**src/rtl/fetch_unit.sv**
```systemverilog
// Instruction fetch stage: reads the PC, pulls a 1- or 2-byte instruction from
// byte-wide program memory and hands the assembled word to the decoder.
module fetch_unit #(
    parameter int unsigned LONG_BIT = 7
) (
    input  logic        clk,
    input  logic        reset,
    input  logic [15:0] pc_value,
    output logic        pc_read,
    output logic        pc_increment,
    output logic        pc_dual_op,
    output logic [15:0] mem_addr,
    output logic        mem_req,
    input  logic        mem_ack,
    input  logic [7:0]  mem_rdata,
    output logic [15:0] instr,
    output logic        instr_len,
    output logic        instr_valid,
    input  logic        instr_ready,
    input  logic        flush
);

    typedef enum logic [2:0] {
        LOAD,
        REQ0,
        REQ1,
        HOLD,
        DRAIN
    } state_t;

    state_t      state;
    logic [15:0] fetch_addr;
    logic [15:0] second_addr;
    logic [7:0]  byte0;
    logic [7:0]  byte1;
    logic        drain_second;
    logic        is_long;

    assign second_addr = fetch_addr + 16'd1;
    assign is_long     = byte0[LONG_BIT];

    // A flush never abandons a request already on the bus: without an ack it
    // parks in DRAIN until the memory answers, then discards the byte.
    always_ff @(posedge clk or negedge reset) begin
        if (!reset) begin
            state        <= LOAD;
            fetch_addr   <= 16'h0000;
            byte0        <= 8'h00;
            byte1        <= 8'h00;
            drain_second <= 1'b0;
        end else begin
            case (state)
                LOAD: begin
                    if (!flush) begin
                        fetch_addr <= pc_value;
                        state      <= REQ0;
                    end
                end
                REQ0: begin
                    if (flush) begin
                        drain_second <= 1'b0;
                        state        <= mem_ack ? LOAD : DRAIN;
                    end else if (mem_ack) begin
                        byte0 <= mem_rdata;
                        state <= mem_rdata[LONG_BIT] ? REQ1 : HOLD;
                    end
                end
                REQ1: begin
                    if (flush) begin
                        drain_second <= 1'b1;
                        state        <= mem_ack ? LOAD : DRAIN;
                    end else if (mem_ack) begin
                        byte1 <= mem_rdata;
                        state <= HOLD;
                    end
                end
                HOLD: begin
                    if (flush || instr_ready) begin
                        state <= LOAD;
                    end
                end
                DRAIN: begin
                    if (mem_ack) begin
                        state <= LOAD;
                    end
                end
                default: state <= LOAD;
            endcase
        end
    end

    // Address stays on whichever byte was outstanding, including while draining.
    always_comb begin
        mem_addr = 16'h0000;
        case (state)
            REQ0:    mem_addr = fetch_addr;
            REQ1:    mem_addr = second_addr;
            DRAIN:   mem_addr = drain_second ? second_addr : fetch_addr;
            default: mem_addr = 16'h0000;
        endcase
    end

    assign pc_read      = (state == LOAD);
    assign mem_req      = (state == REQ0) || (state == REQ1) || (state == DRAIN);
    assign instr_valid  = (state == HOLD);
    assign instr_len    = instr_valid && is_long;
    assign instr        = !instr_valid ? 16'h0000 :
                          is_long      ? {byte0, byte1} : {8'h00, byte0};
    assign pc_increment = instr_valid && instr_ready && !flush;
    assign pc_dual_op   = pc_increment && is_long;

endmodule

```
**config.mk**
```make
export PLATFORM = sky130hd
export DESIGN_NAME = fetch_unit
export DESIGN_NICKNAME = d
export VERILOG_FILES = /design/src/rtl/fetch_unit.sv
export SDC_FILE = /design/constraint.sdc
export NUM_CORES = 1
export LEC_CHECK = 0
export ABC_AREA = 1
export BUFFER_PORTS_ARGS = -buffer_cell sky130_fd_sc_hd__buf_2
export CORE_ASPECT_RATIO = 0.9
export CORE_UTILIZATION = 30
export DETAILED_ROUTE_END_ITERATION = 10
export PLACE_DENSITY = 0.49
export SLEW_MARGIN = 20
export SYNTH_ARGS = -nofsm -noshare
export SYNTH_HDL_FRONTEND = slang
export SYNTH_SLANG_ARGS = --single-unit
export TNS_END_PERCENT = 100
```
**constraint.sdc**
```tcl
create_clock -name clk -period 2.4 [get_ports clk]
set_clock_uncertainty 0.1 [all_clocks]
set_input_delay 0.6 -clock clk [delete_from_list [all_inputs] [get_ports clk]]
set_output_delay 0.6 -clock clk [all_outputs]
set_load 0.02 [all_outputs]
```
# Word-level counts from Yosys, hierarchy flattened
# Index checks and enable logic that the tools add are counted.
[op_classes]
n_eq_ne = 11
mux = 17
n_bitwise = 1
addsub = 1
n_reduce_logical = 15
[op_table]
columns = ["op", "count"]
rows = [
  ["$mux 16", 3],
  ["$pmux 16 s3", 1],
  ["$mux 3", 8],
  ["$add 16x1->16 const B", 1],
  ["$pmux 3 s5", 1],
  ["$reduce_and 3->1", 3],
  ["$ne 2x2->1 const B", 4],
  ["$eq 3x2->1 const B", 2],
  ["$ne 3x3->1 const B", 2],
  ["$reduce_and 5->1", 1],
  ["$logic_and 1x1->1", 4],
  ["$eq 3x1->1 const B", 1],
  ["$eq 3x3->1 const B", 1],
  ["$logic_not 3->1", 1],
  ["$logic_or 1x1->1", 3],
  ["$mux 1", 3],
  ["$ne 2x1->1 const B", 1],
  ["$pmux 1 s2", 1],
  ["$reduce_and 2->1", 1],
  ["$reduce_bool 2->1", 1],
  ["$logic_not 1->1", 1],
  ["$not 1->1", 1],
]
[word_totals]
output_inout_bits = 38
regBits = 36
inputBits = 29

# Depth between registers and ports, before layout
[logic_depth]
depth_word = 4
depth_mapped = 10
depth_no_buf = 9

# Least setup slack after synthesis
# Ideal clock, no wire load.
[synth_timing]
kind = "register to output"
start = "register state[2]"
end = "output mem_addr[0]"
arrival_time_ps = 1372
path_stages_with_launch = 8
path_buffers = 0
slack_ps = 328
path_cell_list = "dfrtp_1 -> inv_2 -> nand3_4 -> nand2_1 -> inv_2 -> nand2_2 -> o21ai_1 -> a21oi_1"
[synth_via]
elab_chain_len = 2
word_cells_on_any_way = 4
classes_between = "eq/ne: 3; mux: 1"
[synth_lines]
columns = ["element", "line_no", "source"]
rows = [
  ["start: declaration", "31", "state_t state;"],
  ["start signal: assignment", "62", "state <= mem_ack ? LOAD : DRAIN;"],
  ["start signal: assignment", "65", "state <= mem_rdata[LONG_BIT] ? REQ1 : HOLD;"],
  ["start signal: assignment", "71", "state <= mem_ack ? LOAD : DRAIN;"],
  ["$eq 3x3->1 (tied with other cells)", "95", "case (state)"],
  ["$pmux 16 s3 *", "95", ""],
  ["end: declaration", "12", "output logic [15:0] mem_addr,"],
]
# Every way passes the cells marked *; elsewhere a longest branch is shown, timed or not.

# Final worst setup path
[layout_timing]
start = "register state[1]"
end = "output mem_addr[11]"
# Same word-level chain as after synthesis.

==> summary.md <==
The floorplan has 30 rows. The clock period minus worst slack is 2.42 ns, and the final-report max-slew violation count is 0. The depth of the worst register-to-register path works out to 6. Synthesis produced 356 cells. In the final routed layout, each cell accounts on average for 12.2 um. In this run the cell area of the synthesized design comes to 2390 um2. The run gives 0 as the max-capacitance violation count. The run gives 0 as the final hold violation count. The starting utilization of the core area is 0.313, and the synthesized area per cell is 6.71 um2. The most used flip-flop cell after synthesis is dfrtp_1.

Of all nets on the critical path, the largest fanout is 7. Slew of the pin with the lowest slew margin: 0.474 ns. After the first detailed-routing iteration, the DRC count stood at 107. Dividing total power by cell area gives a power density of 1350 nW/um2. The critical path capture point type was a primary output. TritonCTS built the clock tree. Counting flops with a built-in enable in the synthesized netlist gives 0. The first detailed-routing pass took 4 iterations. The final cycle utilization of the critical path works out to 1.01. The sort of element at the start of the critical path was a flop. The fraction of post-synthesis cell area in the top cell type by area was 0.377; the leakage power of the design was 1.84 nW. The proportion of synthesized area in mux cells was 0.0189; the clock network latency to the later pin of the worst-skew pair was 0.29 ns. Largest area contributor in the netlist: dfrtp_1. The worst IR drop on VDD came out at 545 uV. Wire length of the first global-routing pass: 10900 um.

The main combinational cell family by area after synthesis was simple AND/OR/NAND/NOR gates. During placement, the flow inserted port buffers numbering 66. The standard cell core area is 7620 um2, and the area share of fa/ha/maj cells after synthesis is 0.00524. After the flow finishes, the layout carries non-filler instances totaling 544. The clock net in this run drives a total of 36 sinks.

Setup violations remaining at the end of the flow were counted as 4. The critical path goes through nor2_2, nand2_2, o21ai_4, buf_6, nor2_1, nand2_1, nand2_1, nor2_2, buf_6. The count of state elements after synthesis is 36, and the share of the synthesized netlist area taken by xor and xnor gates is 0. The die is 96.1 um wide.

The tools report the overall via count from detail_route as 2476. The logs give 0 for the count of unresolved DRC violations after routing and 0.242 ns for the worst slack on hold paths. The CTS buffer count was 5; the number of nets produced by synthesis was 386.

By count the netlist is led by nand2_1, inv_1, nor2_1. The critical path data required time was 1.70 ns. The checks that failed: setup timing. The floorplan step defined a die boundary enclosing 8320 um2. The end-of-flow core utilization was 0.435; the longest individual stage delay on the worst path was 0.44 ns.

The run finished, with violations left. After clock tree synthesis, the clock-pin slew on the worst setup and hold paths is 0.08 ns. The run gives 0.377 as the share of the yosys chip area belonging to registers. The critical path class was reg -> out. The placed instance count was 514; the number of antenna-violating nets in the routed design was 0. The share of final-layout standard cells stronger than drive strength 1 is 0.368. After synthesis, the cell types taking the most area are dfrtp_1, nand2_1, inv_1. The CTS H-tree depth came out at 2. The tools report the worst-case setup margin in the final layout as -0.0171 ns.

The leftover overflow at the end of global routing was 0; the critical path data arrival time was 1.72 ns. The min-delay analysis places its worst path in the category in -> async. During I/O placement, the number of pins put on the boundary was 67. At the end of routability-driven placement, the weighted congestion stood at 0.780. Derived from the worst setup path, the maximum achievable clock frequency is 414 MHz. The run gives 29 as the count of distinct cell types in the synthesized netlist.

The area growth from synthesis to layout is 38.8%. Worst-path cell with the longest stage delay: dfrtp_2. After clock tree synthesis, the flow added hold-fix buffers numbering 0. Entering global routing, the biggest net connects 37 pins. The root buffer cell chosen for the clock tree is clkbuf_8. The clock passes through at most 2 buffers. The fraction of the mapped netlist area in compound gates is 0.139. The post-DP HPWL was 4720 um; the share of synthesized flip-flops with an asynchronous set or reset was 1.00. The run gives 6640 um as the total detailed-routing wirelength. Simple logic cell fraction of the synthesized area: 0.335. Dividing the detail-routed via count by the number of cells gives 4.55. The tools report the global-route usage over all layers as 0.169. In the final design database the tool counted 477 nets.

Setup repair after global routing could not meet its margin everywhere. Chip height: 86.7 um. The logs give 0 for the initial antenna violation count and 2313 for the via count of the first global-routing pass. The headroom to the max-slew limit came out at 0.684.

In the post-synthesis netlist, the cell with the most instances is nand2_1. Yosys printed 0 warnings. The repair_antennas step left the layout with diodes totalling 0.
==> stage by stage <==
step / setup TNS, ns / area (um2) / power (mW) / setup slack, ns
global route: -1.48 / 3310 / 4.87 / -0.127
global placement: 0 / 2810 / 3.30 / 0.0952
finish: -0.0357 / 3310 / 4.48 / -0.0171
floorplan: 0 / 2390 / 2.72 / 0.328
detailed placement: 0 / 2810 / 3.33 / 0.114
CTS: -0.0616 / 3160 / 4.24 / -0.0128
==> sequential cells by signal (all words and copies together) (netlist names) <==
register	flops
byte0	8
drain_second	1
fetch_addr	16
byte1	8
state	3
==> area by class of cell <==
type,count,area (um2)
clock buffers,5,68.8
clock inverters,3,42.5
fillers,832,4310
inverters,61,229
multi-input cells,251,1340
flip-flops and latches,36,908
well taps,96,120
repair buffers,92,602
==> report_power, final <==
part | internal, mW | leakage [nW] | switching, mW
logic | 1.13 | 1.36 | 1.65
clock network | 0.307 | 0.0541 | 0.231
registers | 0.896 | 0.424 | 0.271
total | 2.33 | 1.84 | 2.15
==> worst paths after layout <==
check	end	slack [ns]	startpoint
worst max-delay path	mem_addr[11]	-0.02	state[1]$_DFFE_PN0P_
worst min-delay path	byte0[3]$_DFFE_PN0P_	0.24	reset
worst max register to register	fetch_addr[1]$_DFFE_PN0P_	0.74	state[2]$_DFFE_PN0P_
worst min register to register	byte0[1]$_DFFE_PN0P_	0.39	byte0[1]$_DFFE_PN0P_
max in group asynchronous	state[2]$_DFFE_PN0P_	1.60	reset
min in group clk	byte0[1]$_DFFE_PN0P_	0.39	byte0[1]$_DFFE_PN0P_
==> cell families (layout without fill, tap and decap cells) <==
kind of cell             count (synthesis)  after routing
buffers and inverters                   70            161
flip-flops                              36             36
adder cells (fa/ha/maj)                  1              1
AO/OA/AOI/OAI                           63             63
AND/OR/NAND/NOR                        182            183
multiplexers                             4              4
==> cell usage in the layout (no fill, tap or decap), types with 2 or more instances in the layout <==
cell / synthesis / layout
inv_2: 8 / 10
o21ai_1: 20 / 22
nor2_1: 42 / 34
nor2_2: 2 / 7
nand3_2: 0 / 4
inv_1: 53 / 51
clkbuf_8: 0 / 5
a21oi_1: 18 / 16
nand2_1: 97 / 92
nand2_2: 9 / 10
nand2_4: 2 / 6
buf_4: 4 / 29
buf_6: 1 / 11
o21ai_2: 2 / 6
o21ai_0: 19 / 12
dfrtp_2: 0 / 6
buf_2: 1 / 52
a21oi_2: 0 / 2
nand3_1: 23 / 19
nor3_2: 2 / 2
mux2_2: 3 / 3
nor2_4: 2 / 5
dfrtp_1: 36 / 30
o21bai_1: 2 / 2
==> critical path: cells and delay by family (launching register included) <==
family	cells	cell delay, ns
simple gates	6	0.53
buf+inv	2	0.28
flops	1	0.44
compound gates	1	0.18
==> routing by layer <==
layer / vias up / track usage / routed length [um]
met5: - / 0 / 0
met4: 0 / 0.0448 / 61
met3: 7 / 0.0307 / 203
met2: 35 / 0.256 / 2950
met1: 1143 / 0.247 / 3420
li1: 1291 / - / -
==> timing repair <==
item | 4_1_cts | 5_1_grt
setup buffers | 16 | 5
endpoints found under the setup margin | 15 | 22
pin swaps | 8 | 12
resized for setup | 39 | 36
cloned | 1 | 0
No activity file was read; power rests on OpenSTA's default activity.
